### config.mk
export PLATFORM = sky130hd
export DESIGN_NAME = mux_console_target
export DESIGN_NICKNAME = d
export VERILOG_FILES = /design/src/rtl/mux_console_target.sv
export SDC_FILE = /design/constraint.sdc
export NUM_CORES = 1
export LEC_CHECK = 0
export CELL_PAD_IN_SITES_DETAIL_PLACEMENT = 1
export CELL_PAD_IN_SITES_GLOBAL_PLACEMENT = 2
export CORE_AREA = 2 2 140 142
export CTS_BUF_LIST = sky130_fd_sc_hd__clkbuf_4
export DETAILED_ROUTE_END_ITERATION = 10
export DIE_AREA = 0 0 142 144
export HOLD_SLACK_MARGIN = 0.05
export PLACE_DENSITY_LB_ADDON = 0.05
export SLEW_MARGIN = 10
export SYNTH_ARGS = -nofsm -noshare
export SYNTH_HDL_FRONTEND = slang
export SYNTH_SLANG_ARGS = --single-unit
### constraint.sdc
create_clock -name clock -period 11.7 [get_ports clock]
set_input_delay 3.51 -clock clock [delete_from_list [all_inputs] [get_ports clock]]
set_output_delay 3.51 -clock clock [all_outputs]
set_load 0.02 [all_outputs]
### src/rtl/mux_console_target.sv
// mux_console_target: CPU6 bus responder exposing a status/data register pair.
// Transmit bytes queue in a 4-entry FIFO and leave on an 8N1 line (txd).
// Received 8N1 frames (rxd) land in a holding register that software polls.
module mux_console_target #(
  parameter logic [15:0] BASE_ADDR    = 16'hF200,
  parameter int unsigned CLKS_PER_BIT = 16
) (
  input  logic        clock,
  input  logic        reset,
  input  logic [15:0] addressBus,
  input  logic        writeEnBus,
  input  logic        readEnBus,
  input  logic [7:0]  dataFromCpu,
  output logic [7:0]  dataToCpu,
  output logic        selected,
  output logic        txd,
  input  logic        rxd
);

  localparam logic [15:0] STAT_ADDR = BASE_ADDR;
  localparam logic [15:0] DATA_ADDR = BASE_ADDR + 16'd1;
  localparam logic [15:0] BIT_LAST  = 16'(CLKS_PER_BIT - 1);
  localparam logic [15:0] HALF_LAST = 16'((CLKS_PER_BIT / 2) - 1);

  typedef enum logic [1:0] {
    TX_IDLE  = 2'd0,
    TX_START = 2'd1,
    TX_DATA  = 2'd2,
    TX_STOP  = 2'd3
  } tx_state_e;

  typedef enum logic [1:0] {
    RX_IDLE  = 2'd0,
    RX_START = 2'd1,
    RX_DATA  = 2'd2,
    RX_STOP  = 2'd3
  } rx_state_e;

  // Bus decode
  logic stat_sel_s, data_sel_s, wr_stat_s, wr_data_s, rd_data_s;
  logic [7:0] status_s;

  // FIFO
  logic [7:0] fifo_mem_q [4];
  logic [1:0] wr_ptr_q, wr_ptr_d, rd_ptr_q, rd_ptr_d;
  logic [2:0] count_q, count_d;
  logic       push_ok_s, pop_s;
  logic [7:0] head_s;

  // TX path
  tx_state_e  tx_state_q, tx_state_d;
  logic [15:0] tx_timer_q, tx_timer_d;
  logic [2:0]  tx_idx_q, tx_idx_d;
  logic [7:0]  tx_shift_q, tx_shift_d;
  logic        txd_q, txd_d;
  logic        tx_idle_s, tx_not_full_s;

  // RX path
  logic        rx_meta_q, rxs_q;
  rx_state_e   rx_state_q, rx_state_d;
  logic [15:0] rx_timer_q, rx_timer_d;
  logic [2:0]  rx_idx_q, rx_idx_d;
  logic [7:0]  rx_shift_q, rx_shift_d;
  logic        rx_ok_s, rx_bad_s;

  // Flags and holding register
  logic       rx_ready_q, rx_ready_d;
  logic       overrun_q, overrun_d;
  logic       frame_err_q, frame_err_d;
  logic [7:0] rx_hold_q, rx_hold_d;

  assign stat_sel_s    = (addressBus == STAT_ADDR);
  assign data_sel_s    = (addressBus == DATA_ADDR);
  assign wr_stat_s     = writeEnBus & stat_sel_s;
  assign wr_data_s     = writeEnBus & data_sel_s;
  assign rd_data_s     = readEnBus & data_sel_s;
  assign selected      = stat_sel_s | data_sel_s;
  assign tx_not_full_s = (count_q != 3'd4);
  assign tx_idle_s     = (tx_state_q == TX_IDLE) && (count_q == 3'd0);
  assign status_s      = {3'b000, tx_idle_s, frame_err_q, overrun_q, tx_not_full_s, rx_ready_q};
  assign head_s        = fifo_mem_q[rd_ptr_q];
  assign txd           = txd_q;
  // A full FIFO still accepts a byte when the transmitter pops in the same cycle.
  assign push_ok_s     = wr_data_s & (tx_not_full_s | pop_s);

  // Zero-latency read mux; the CPU samples dataInBus combinationally.
  always_comb begin
    dataToCpu = 8'h00;
    case ({stat_sel_s, data_sel_s})
      2'b10:   dataToCpu = status_s;
      2'b01:   dataToCpu = rx_hold_q;
      default: dataToCpu = 8'h00;
    endcase
  end

  // FIFO pointer and occupancy next-state.
  always_comb begin
    wr_ptr_d = wr_ptr_q;
    rd_ptr_d = rd_ptr_q;
    count_d  = count_q;
    if (push_ok_s) begin
      wr_ptr_d = wr_ptr_q + 2'd1;
    end else begin
      wr_ptr_d = wr_ptr_q;
    end
    if (pop_s) begin
      rd_ptr_d = rd_ptr_q + 2'd1;
    end else begin
      rd_ptr_d = rd_ptr_q;
    end
    case ({push_ok_s, pop_s})
      2'b10:   count_d = count_q + 3'd1;
      2'b01:   count_d = count_q - 3'd1;
      default: count_d = count_q;
    endcase
  end

  // FIFO storage and pointer registers.
  always_ff @(posedge clock) begin
    if (!reset) begin
      wr_ptr_q <= 2'd0;
      rd_ptr_q <= 2'd0;
      count_q  <= 3'd0;
      for (int i = 0; i < 4; i++) begin
        fifo_mem_q[i] <= 8'h00;
      end
    end else begin
      wr_ptr_q <= wr_ptr_d;
      rd_ptr_q <= rd_ptr_d;
      count_q  <= count_d;
      if (push_ok_s) begin
        fifo_mem_q[wr_ptr_q] <= dataFromCpu;
      end
    end
  end

  // TX FSM next-state: start bit, 8 data bits LSB first, stop bit; txd is registered.
  always_comb begin
    tx_state_d = tx_state_q;
    tx_timer_d = tx_timer_q;
    tx_idx_d   = tx_idx_q;
    tx_shift_d = tx_shift_q;
    txd_d      = txd_q;
    pop_s      = 1'b0;
    case (tx_state_q)
      TX_IDLE: begin
        if (count_q != 3'd0) begin
          pop_s      = 1'b1;
          tx_shift_d = head_s;
          tx_timer_d = 16'd0;
          tx_state_d = TX_START;
          txd_d      = 1'b0;
        end else begin
          txd_d = 1'b1;
        end
      end
      TX_START: begin
        if (tx_timer_q == BIT_LAST) begin
          tx_timer_d = 16'd0;
          tx_idx_d   = 3'd0;
          tx_state_d = TX_DATA;
          txd_d      = tx_shift_q[0];
        end else begin
          tx_timer_d = tx_timer_q + 16'd1;
        end
      end
      TX_DATA: begin
        if (tx_timer_q == BIT_LAST) begin
          tx_timer_d = 16'd0;
          tx_shift_d = {1'b0, tx_shift_q[7:1]};
          if (tx_idx_q == 3'd7) begin
            tx_state_d = TX_STOP;
            txd_d      = 1'b1;
          end else begin
            tx_idx_d = tx_idx_q + 3'd1;
            txd_d    = tx_shift_q[1];
          end
        end else begin
          tx_timer_d = tx_timer_q + 16'd1;
        end
      end
      TX_STOP: begin
        txd_d = 1'b1;
        if (tx_timer_q == BIT_LAST) begin
          tx_timer_d = 16'd0;
          tx_state_d = TX_IDLE;
        end else begin
          tx_timer_d = tx_timer_q + 16'd1;
        end
      end
      default: begin
        tx_state_d = TX_IDLE;
        txd_d      = 1'b1;
      end
    endcase
  end

  // TX FSM state register; reset aborts any frame and parks txd high.
  always_ff @(posedge clock) begin
    if (!reset) begin
      tx_state_q <= TX_IDLE;
      tx_timer_q <= 16'd0;
      tx_idx_q   <= 3'd0;
      tx_shift_q <= 8'h00;
      txd_q      <= 1'b1;
    end else begin
      tx_state_q <= tx_state_d;
      tx_timer_q <= tx_timer_d;
      tx_idx_q   <= tx_idx_d;
      tx_shift_q <= tx_shift_d;
      txd_q      <= txd_d;
    end
  end

  // Two-flop synchronizer for the asynchronous receive line, idling high.
  always_ff @(posedge clock) begin
    if (!reset) begin
      rx_meta_q <= 1'b1;
      rxs_q     <= 1'b1;
    end else begin
      rx_meta_q <= rxd;
      rxs_q     <= rx_meta_q;
    end
  end

  // RX FSM next-state: half-bit start qualification, then samples at bit centres.
  always_comb begin
    rx_state_d = rx_state_q;
    rx_timer_d = rx_timer_q;
    rx_idx_d   = rx_idx_q;
    rx_shift_d = rx_shift_q;
    rx_ok_s    = 1'b0;
    rx_bad_s   = 1'b0;
    case (rx_state_q)
      RX_IDLE: begin
        if (!rxs_q) begin
          rx_state_d = RX_START;
          rx_timer_d = 16'd0;
        end else begin
          rx_state_d = RX_IDLE;
        end
      end
      RX_START: begin
        if (rx_timer_q == HALF_LAST) begin
          rx_timer_d = 16'd0;
          if (rxs_q) begin
            rx_state_d = RX_IDLE;
          end else begin
            rx_state_d = RX_DATA;
            rx_idx_d   = 3'd0;
          end
        end else begin
          rx_timer_d = rx_timer_q + 16'd1;
        end
      end
      RX_DATA: begin
        if (rx_timer_q == BIT_LAST) begin
          rx_timer_d = 16'd0;
          rx_shift_d = {rxs_q, rx_shift_q[7:1]};
          if (rx_idx_q == 3'd7) begin
            rx_state_d = RX_STOP;
          end else begin
            rx_idx_d = rx_idx_q + 3'd1;
          end
        end else begin
          rx_timer_d = rx_timer_q + 16'd1;
        end
      end
      RX_STOP: begin
        if (rx_timer_q == BIT_LAST) begin
          rx_timer_d = 16'd0;
          rx_state_d = RX_IDLE;
          if (rxs_q) begin
            rx_ok_s = 1'b1;
          end else begin
            rx_bad_s = 1'b1;
          end
        end else begin
          rx_timer_d = rx_timer_q + 16'd1;
        end
      end
      default: begin
        rx_state_d = RX_IDLE;
      end
    endcase
  end

  // RX FSM state register.
  always_ff @(posedge clock) begin
    if (!reset) begin
      rx_state_q <= RX_IDLE;
      rx_timer_q <= 16'd0;
      rx_idx_q   <= 3'd0;
      rx_shift_q <= 8'h00;
    end else begin
      rx_state_q <= rx_state_d;
      rx_timer_q <= rx_timer_d;
      rx_idx_q   <= rx_idx_d;
      rx_shift_q <= rx_shift_d;
    end
  end

  // Status flag next-state; hardware set events win over software clears.
  always_comb begin
    rx_ready_d  = rx_ready_q;
    overrun_d   = overrun_q;
    frame_err_d = frame_err_q;
    rx_hold_d   = rx_hold_q;
    if (rx_ok_s) begin
      rx_ready_d = 1'b1;
      rx_hold_d  = rx_shift_q;
    end else if (rd_data_s) begin
      rx_ready_d = 1'b0;
    end else begin
      rx_ready_d = rx_ready_q;
    end
    if (rx_ok_s && rx_ready_q) begin
      overrun_d = 1'b1;
    end else if (wr_stat_s && dataFromCpu[2]) begin
      overrun_d = 1'b0;
    end else begin
      overrun_d = overrun_q;
    end
    if (rx_bad_s) begin
      frame_err_d = 1'b1;
    end else if (wr_stat_s && dataFromCpu[3]) begin
      frame_err_d = 1'b0;
    end else begin
      frame_err_d = frame_err_q;
    end
  end

  // Status flag and receive holding registers.
  always_ff @(posedge clock) begin
    if (!reset) begin
      rx_ready_q  <= 1'b0;
      overrun_q   <= 1'b0;
      frame_err_q <= 1'b0;
      rx_hold_q   <= 8'h00;
    end else begin
      rx_ready_q  <= rx_ready_d;
      overrun_q   <= overrun_d;
      frame_err_q <= frame_err_d;
      rx_hold_q   <= rx_hold_d;
    end
  end

endmodule
==> impl_metrics.toml, run 1 <==
[status]
status = "finished, final reports clean"

[die]
rows = 51
die_area_mm2 = 0.0204
ios = 39
dieWidth_um = 142
coreArea_mm2 = 0.0191
initial_utilization = 0.291
die_y_um = 144

[finish]
syn_to_final_growth_pct = 16.5
design_area_mm2 = 0.00647
fillers = 2153
nNetsFinal = 641
drive_gt1_frac = 0.108

[timing]
max_slew.worst_pin.slew_ns = 0.866
rsz0062_at_grt = "no"
setup_tns_ns = 0
fin_crit_sh = 0.852
period_minus_slack_ns = 9.96
maxSlewViolCount = 0
timing.slew.headroom = 0.418
fin_worst_skew_ns = 0.0204
hold_viol_final = 0
fmax_mhz = 100
setup_viol = 0

[setup_path]
timing.rr.start = "tx_state_q[1]$_SDFFE_PN0P_"
worstPathMaxFanout = 8
worstPathRequired_ns = 8.19
cp-end-kind = "output port"
r2r_end = "count_q[2]$_SDFFE_PN0P_"
cp.arrival_ns = 6.45
reg2regPathDepth = 8
r2r_slack_ns = 8.96
path_class = "in2out"
start_kind = "primary input"

[drt]
wl_met3_um = 490
topRoutingLayerUsed = "met4"
wl_per_cell_um = 16.6
num_vias = 4316
drtIter0Drc = 144
wirelength_mm = 14.1
drc = 0
wl_met2_mm = 6.82
drt-met1-wl_mm = 6.64
via_per_inst = 5.08
ant_nets = 0
firstDrtPassIters = 4

[yosys]
synth_ff_type = "dfxtp_1"
synth_cells = 560
ys_types = 60
synthMuxAreaShare = 0.101
synth_seq_area_share = 0.465
yosysWarnings = 0
synth_enable_flop_cells = 32
synthAdderAreaFrac = 0.0352
synth_area_mm2 = 0.00555
avgSynthCellArea_um2 = 9.92
synth_nets = 604
synthArstFlopShare = 0
synth_top_family_by_area = "simple AND/OR/NAND/NOR gates"
synth_xor_area_frac = 0.00946
yosys.area_share.simple = 0.229
synth_compound_area_frac = 0.130
ys_ff_latch = 113

[global_route]
grt_pass1_vias = 4536
track_usage = 0.147
grt_overflow = 0
grt_pass1_wl_mm = 23.4
antenna_found_initial = 1
grt_max_degree = 51

[placement]
dp_hpwl_mm = 9.81
io_buffers = 38
place_congestion = 0.701
dpl_cell_area_mm2 = 0.00617

[cts]
clk_latency_ns = 0.53
postCtsSetupBuffers = 0
cts.sinks = 113
max-clock-path-buffers = 2
cts_buffers = 17
hold_buffers = 0
ctsResizeCount = 0
root_buffer = "clkbuf_4"
htreeDepth = 4
tritoncts = "built"
clk_pin_slew_ns = 0.10

[pwr]
p_leak_uw = 0.00227
cellPowerDensity_mw_per_mm2 = 173
ir_drop_mv = 0.0649

[worst_hold_path]
hp-start = "rx_meta_q$_SDFF_PN1_"
hp-class = "reg2reg"
min_to = "rxs_q$_SDFF_PN1_"
whs_path_depth = 1

[flow_run]
maxCapViolCount = 0
==> layout by cell type (no fill, tap or decap), types with 3 or more instances in the layout <==
| cell | n |
|---|---|
| dfxtp_1 | 81 |
| nor2_1 | 55 |
| nand2_1 | 40 |
| and2_1 | 40 |
| clkdlybuf4s50_1 | 38 |
| mux2i_1 | 36 |
| edfxtp_1 | 32 |
| a21oi_1 | 27 |
| nand3_1 | 19 |
| clkbuf_4 | 18 |
| o21ai_0 | 17 |
| inv_1 | 16 |
| a31oi_1 | 15 |
| ha_1 | 14 |
| nand2b_1 | 13 |
| nor4_1 | 11 |
| a22oi_1 | 9 |
| nand4_1 | 8 |
| mux4_2 | 8 |
| a211oi_1 | 8 |
| nor3_1 | 6 |
| and3_1 | 6 |
| and4_1 | 6 |
| a41oi_1 | 6 |
| buf_4 | 6 |
| clkinv_4 | 5 |
| nor2b_1 | 4 |
| nand3b_1 | 4 |
| a22o_1 | 4 |
| xnor2_1 | 4 |
| inv_6 | 4 |
| a21o_1 | 3 |
==> area by class of cell <==
type | instances | area, um2 | share of cell area
flip-flops and latches | 113 | 2580 | 0.399
multi-input cells | 403 | 2800 | 0.433
inverters | 18 | 67.6 | 0.0104
repair buffers | 44 | 425 | 0.0657
clock buffers | 18 | 135 | 0.0209
diodes | 2 | 5.00 | 0.000773
clock inverters | 14 | 156 | 0.0242
well taps | 238 | 298 | 0.0460
==> synth_stat cells (all sizes together), types with 8 or more instances <==
cell / count / area [um2]
nand2b: 13 / 81.3
mux2i: 36 / 360
nor3: 8 / 62.6
a22oi: 9 / 67.6
clkbuf: 23 / 86.3
a211oi: 8 / 60.1
and2: 40 / 250
a31oi: 15 / 93.8
mux4: 8 / 180
edfxtp: 32 / 961
nand2: 40 / 150
nand4: 9 / 71.3
o21ai: 17 / 85.1
nor2: 57 / 219
ha: 14 / 175
inv: 17 / 63.8
nor4: 12 / 90.1
a21oi: 27 / 135
dfxtp: 81 / 1620
nand3: 20 / 113
==> registers in the layout, summed over array words and instances, names as in the netlist, named ones only <==
signal       flops
rx_idx_q         3
fifo_mem_q      32
wr_ptr_q         2
rx_ready_q       1
rd_ptr_q         2
count_q          3
tx_state_q       2
rxs_q            1
overrun_q        1
rx_timer_q      16
tx_timer_q      16
frame_err_q      1
tx_shift_q       8
rx_hold_q        8
txd              1
rx_shift_q       8
rx_meta_q        1
rx_state_q       1
tx_idx_q         3
==> stage by stage <==
stage | cells | setup slack, ns | total power [uW] | hold slack [ns] | util
after floorplan | 560 | 2.85 | 724 | 0.386 | -
after global placement | 816 | 1.76 | 826 | 0.409 | 0.324
after detailed placement | 816 | 1.72 | 831 | 0.402 | 0.324
after CTS | 848 | 1.71 | 1140 | 0.436 | 0.339
after global routing | 850 | 1.62 | 1200 | 0.480 | 0.339
final | 850 | 1.74 | 1120 | 0.434 | 0.339
==> layer usage <==
metal / up-vias / global-route usage
met4: 0 / 0.0442
met1: 2116 / 0.185
li1: 2132 / -
met5: - / 0
met2: 57 / 0.246
met3: 11 / 0.0404
==> critical path: stages <==
cell and delay [ns]:
clkdlybuf4s50_1 0.40, or4b_4 0.56, nor4_1 0.66, inv_1 0.15, ha_1 0.33, a22oi_1 0.24
nor2_1 0.07, clkdlybuf4s50_1 0.54
==> worst max-delay path by stage <==
| stage | cells after the start | slack, ns | endpoint | startpoint |
|---|---|---|---|---|
| 6_report | 8 | 1.74 | dataToCpu[4] | addressBus[4] |
| 3_3_place_gp | 7 | 1.76 | dataToCpu[4] | addressBus[4] |
| 4_1_cts | 7 | 1.71 | dataToCpu[4] | addressBus[4] |
| 2_1_floorplan | 5 | 2.85 | dataToCpu[4] | addressBus[4] |
| 5_1_grt | 8 | 1.62 | dataToCpu[4] | addressBus[1] |
| 3_5_place_dp | 7 | 1.72 | dataToCpu[4] | addressBus[4] |
==> report_power, final <==
part	internal, uW	switching (uW)
Clock	133	173
Combinational	141	212
Sequential	433	28.1
==> cell families after synthesis <==
kind of cell	after synthesis
simple gates	229
compound gates	107
fa+ha+maj	15
flops	113
buf+inv	44
mux	46
xor+xnor	6
Power figures use the tool's default switching activity.
==> run 2, diff against run 1 <==
ABC_CLOCK_PERIOD_IN_PS = 11700   (was default)
CELL_PAD_IN_SITES_DETAIL_PLACEMENT = 0   (was 1)
CELL_PAD_IN_SITES_GLOBAL_PLACEMENT = 1   (was 2)
DONT_BUFFER_PORTS = 1   (was default)
==> run 2 against run 1 <==
  * Sequential power about the same
  * Clock power decreased by 4%
  * Worst setup slack improved by 0.88 ns
  * Global-route usage decreased by 1.3 points
  * Fmax increased by 9.7%
  * Sequential share of layout area increased by 2.8 points
  * Via count decreased by 5.8%
  * Die area unchanged
  * Worst hold slack got worse by 0.011 ns
  * First-iteration DRC count increased by 51%
==> impl_metrics.toml, run 2 (synthesis results as in run 1) <==
[global_route]
grt_pass1_wl_mm = 21.1
antenna_found_initial = 0
grt_pass1_vias = 4001
grt_max_degree = 51
track_usage = 0.134
grt_overflow = 0

[finish]
antenna_cells = 0
largest_register = "fifo_mem_q"
reg_top3 = "fifo_mem_q (32), rx_timer_q (16), tx_timer_q (16)"
nNetsFinal = 600
fillers = 1953
final_cell_mix = "dfxtp_1 (81), nor2_1 (55), nand2_1 (40), and2_1 (40), mux2i_1 (36)"
largest_reg_flops = 32
design_area_mm2 = 0.00605
layout_commonest_cell = "dfxtp_1"
seqCellArea_mm2 = 0.00258
multi_input_area_mm2 = 0.00280
drive_gt1_frac = 0.111
syn_to_final_growth_pct = 8.92

[setup_path]
worstPathCellList = "or4b_4, nor4_4, ha_1, a22oi_1, nor2_1"
worstPathRequired_ns = 8.19
path_class = "in2out"
worst-path-buf-inv = 0
max_stage_delay_ns = 0.59
cp_top_family = "simple AND/OR/NAND/NOR gates"
cp-end-kind = "output port"
cp.arrival_ns = 5.57
worstPathMaxFanout = 8
start_kind = "primary input"
cp_slowest_cell = "nor4_4"

[pwr]
cellPowerDensity_mw_per_mm2 = 179
p_sw_frac = 0.379
ir_drop_mv = 0.0753
combPwrFrac = 0.304
p_clk_frac = 0.270
pwr-share-seq = 0.426
p_int_uw = 672
power_uw = 1080
p_switching_uw = 410
p_leak_uw = 0.00210

[placement]
io_buffers = 0
place_congestion = 0.746
dpl_cell_area_mm2 = 0.00577
dp_slack_ns = 2.56
dp_hpwl_mm = 8.63

[cts]
clk_latency_ns = 0.54
cts_buffers = 17
root_buffer = "clkbuf_4"
ctsResizeCount = 0
clk_pin_slew_ns = 0.12
htreeDepth = 4
hold_buffers = 0
cts.sinks = 113
postCtsSetupBuffers = 0
tritoncts = "built"
max-clock-path-buffers = 2

[drt]
firstDrtPassIters = 5
wl_per_cell_um = 15.9
wirelength_mm = 12.8
drc = 0
via_per_inst = 5.04
num_vias = 4066
drtIter0Drc = 217
ant_nets = 0

[timing]
fin_crit_sh = 0.776
setup_viol = 0
fin_worst_skew_ns = 0.0229
setup_tns_ns = 0
maxSlewViolCount = 0
rsz0062_at_grt = "no"
timing.slew.headroom = 0.420
hold_viol_final = 0
fin_ws_ns = 2.62
period_minus_slack_ns = 9.08
max_slew.worst_pin.slew_ns = 0.864
fmax_mhz = 110

[worst_hold_path]
hp-class = "reg2reg"

[flow_run]
maxCapViolCount = 0

[die]
rows = 51
coreArea_mm2 = 0.0191
dieWidth_um = 142
initial_utilization = 0.291
die_area_mm2 = 0.0204
ios = 39
die_y_um = 144

[status]
status = "finished, final reports clean"
run 2: layer usage:
layer / track usage / vias up / wire length (um)
met5: 0 / - / 0
met4: 0.0384 / 0 / 162
met3: 0.0404 / 14 / 441
met2: 0.219 / 66 / 6030
met1: 0.171 / 1933 / 6210
li1: - / 2053 / -
run 2: through the flow:
step,instances,util,hold slack [ns]
2_1_floorplan,560,-,0.386
3_3_place_gp,775,0.303,0.401
3_5_place_dp,775,0.303,0.394
4_1_cts,807,0.317,0.426
5_1_grt,807,0.317,0.438
6_report,807,0.317,0.423
run 2: layout make-up:
type                            count  area share
Clock buffer                       17      0.0211
Clock inverter                     15      0.0246
Inverter                           18      0.0112
Multi-Input combinational cell    403       0.463
Sequential cell                   113       0.427
Tap cell                          238      0.0492
Timing Repair Buffer                3     0.00372
run 2: worst paths after layout:
check / from / endpoint / slack (ns) / cells after the start
worst min register to register: rx_meta_q$_SDFF_PN1_ / rxs_q$_SDFF_PN1_ / 0.42 / 1
worst max register to register: tx_state_q[0]$_SDFFE_PN0P_ / count_q[2]$_SDFFE_PN0P_ / 8.93 / 8
worst max-delay path: addressBus[4] / dataToCpu[4] / 2.62 / 5
worst min-delay path: rx_meta_q$_SDFF_PN1_ / rxs_q$_SDFF_PN1_ / 0.42 / 1
run 2: power groups by stage:
stage	clock (uW)	combinational (uW)	sequential, uW
after floorplan	0	266	458
after global placement	0	331	471
after detailed placement	0	333	471
after CTS	305	334	462
after global routing	324	369	467
final	293	328	461
==> run 3, diff against run 2 <==
ABC_CLOCK_PERIOD_IN_PS = 9420   (was 11700)
clock period = 9.42 ns   (was 11.7 ns; I/O delays follow)
==> run 3 against run 2 <==
  * Combinational power is 25% higher
  * Final cell count is 0.12% higher
  * Via count is 0.74% lower
  * Design area hardly changed
  * Routed wire length hardly changed
  * Global-route usage is 0.079 points higher
  * Core utilization hardly changed
  * Critical endpoint unchanged
  * Largest cell class unchanged
==> impl_metrics.toml, run 3 (synthesis results as in run 1) <==
[finish]
final_cell_mix = "dfxtp_1 (81), nor2_1 (55), nand2_1 (40), and2_1 (40), mux2i_1 (36)"
reg_top3 = "fifo_mem_q (32), rx_timer_q (16), tx_timer_q (16)"
nNetsFinal = 600
layout_commonest_cell = "dfxtp_1"
drive_gt1_frac = 0.111
largest_reg_flops = 32
syn_to_final_growth_pct = 8.95
largest_register = "fifo_mem_q"

[setup_path]
start_kind = "primary input"
worstPathCellList = "or4b_4, nor4_4, ha_1, a22oi_1, nor2_1"
worstPathMaxFanout = 8
path_class = "in2out"
reg2regPathDepth = 8
cp_slowest_cell = "nor4_4"
startpoint = "addressBus[4]"
timing.rr.start = "tx_state_q[0]$_SDFFE_PN0P_"
max_stage_delay_ns = 0.59
cp.arrival_ns = 4.90
worstPathRequired_ns = 6.59
cp-end-kind = "output port"

[timing]
maxSlewViolCount = 0
whs_ns = 0.423
fin_ws_ns = 1.70
rsz0062_at_grt = "no"
hold_viol_final = 0
setup_viol = 0
fmax_mhz = 129
fin_worst_skew_ns = 0.0168
fin_crit_sh = 0.820
setup_tns_ns = 0
timing.slew.headroom = 0.412
period_minus_slack_ns = 7.72
max_slew.worst_pin.slew_ns = 0.875

[placement]
dp_slack_ns = 1.65
io_buffers = 0
dp_hpwl_mm = 8.61
place_congestion = 0.748

[drt]
ant_nets = 0
drtIter0Drc = 174
drc = 0
wirelength_mm = 12.8
wl_per_cell_um = 15.9
via_per_inst = 5.00
firstDrtPassIters = 5
num_vias = 4036

[global_route]
grt_pass1_vias = 4083
track_usage = 0.134
grt_max_degree = 51
antenna_found_initial = 1
grt_pass1_wl_mm = 21.2
grt_overflow = 0

[die]
initial_utilization = 0.291
die_y_um = 144
coreArea_mm2 = 0.0191
dieWidth_um = 142
ios = 39
rows = 51
die_area_mm2 = 0.0204

[worst_hold_path]
whs_path_depth = 1
hp-class = "reg2reg"
hp-start = "rx_meta_q$_SDFF_PN1_"

[pwr]
ir_drop_mv = 0.0963
p_leak_uw = 0.00210
cellPowerDensity_mw_per_mm2 = 222

[cts]
htreeDepth = 4
hold_buffers = 0
root_buffer = "clkbuf_4"
clk_latency_ns = 0.51
tritoncts = "built"
cts.sinks = 113
clk_pin_slew_ns = 0.12
ctsResizeCount = 0
postCtsSetupBuffers = 0
max-clock-path-buffers = 2
cts_buffers = 17

[flow_run]
maxCapViolCount = 0

[status]
status = "finished, final reports clean"
==> run 3: cell count changes in the layout (fill, tap and decap cells not counted), sizes merged <==
cell,delta
clkinvlp,-1
diode,+1
inv,+1
==> run 3: critical path: cells and delay by family <==
kind / cells / cell delay, ns
and+or+nand+nor: 3 / 1.49
adders and majority gates: 1 / 0.43
AOI/OAI and AO/OA: 1 / 0.15
==> run 3: report_power, final <==
group	total, uW	internal, uW	switching, uW
Sequential	573	538	35.4
Combinational	411	159	252
Clock	358	138	220
Total	1340	835	507
==> run 3: final cells by class <==
type | instances | area [um2]
antenna | 1 | 2.50
clock buffer | 17 | 128
clock inverter | 15 | 148
fill | 1958 | 13000
inverter | 18 | 67.6
multi-input combinational | 403 | 2800
sequential | 113 | 2580
tap | 238 | 298
timing repair buffer | 3 | 22.5
==> run 3: final timing paths <==
check	end	slack, ns
worst max register to register	count_q[2]$_SDFFE_PN0P_	6.69
worst min register to register	rxs_q$_SDFF_PN1_	0.42
worst min-delay path	rxs_q$_SDFF_PN1_	0.42
worst max-delay path	dataToCpu[4]	1.70
==> run 3: per-layer routing <==
metal	vias to the layer above	wire, um	GRT usage
met5	-	0	0
met2	69	6070	0.223
met1	1909	6200	0.169
li1	2048	-	-
met3	10	433	0.0404
met4	0	133	0.0405
==> run 3: per-stage QoR <==
| step | util | cells | total power, uW | instance area, um2 |
|---|---|---|---|---|
| after floorplan | - | 560 | 899 | 5550 |
| after global placement | 0.303 | 775 | 996 | 5770 |
| after detailed placement | 0.303 | 775 | 1000 | 5770 |
| after CTS | 0.317 | 807 | 1370 | 6050 |
| after global routing | 0.317 | 808 | 1440 | 6050 |
| final | 0.317 | 808 | 1340 | 6050 |
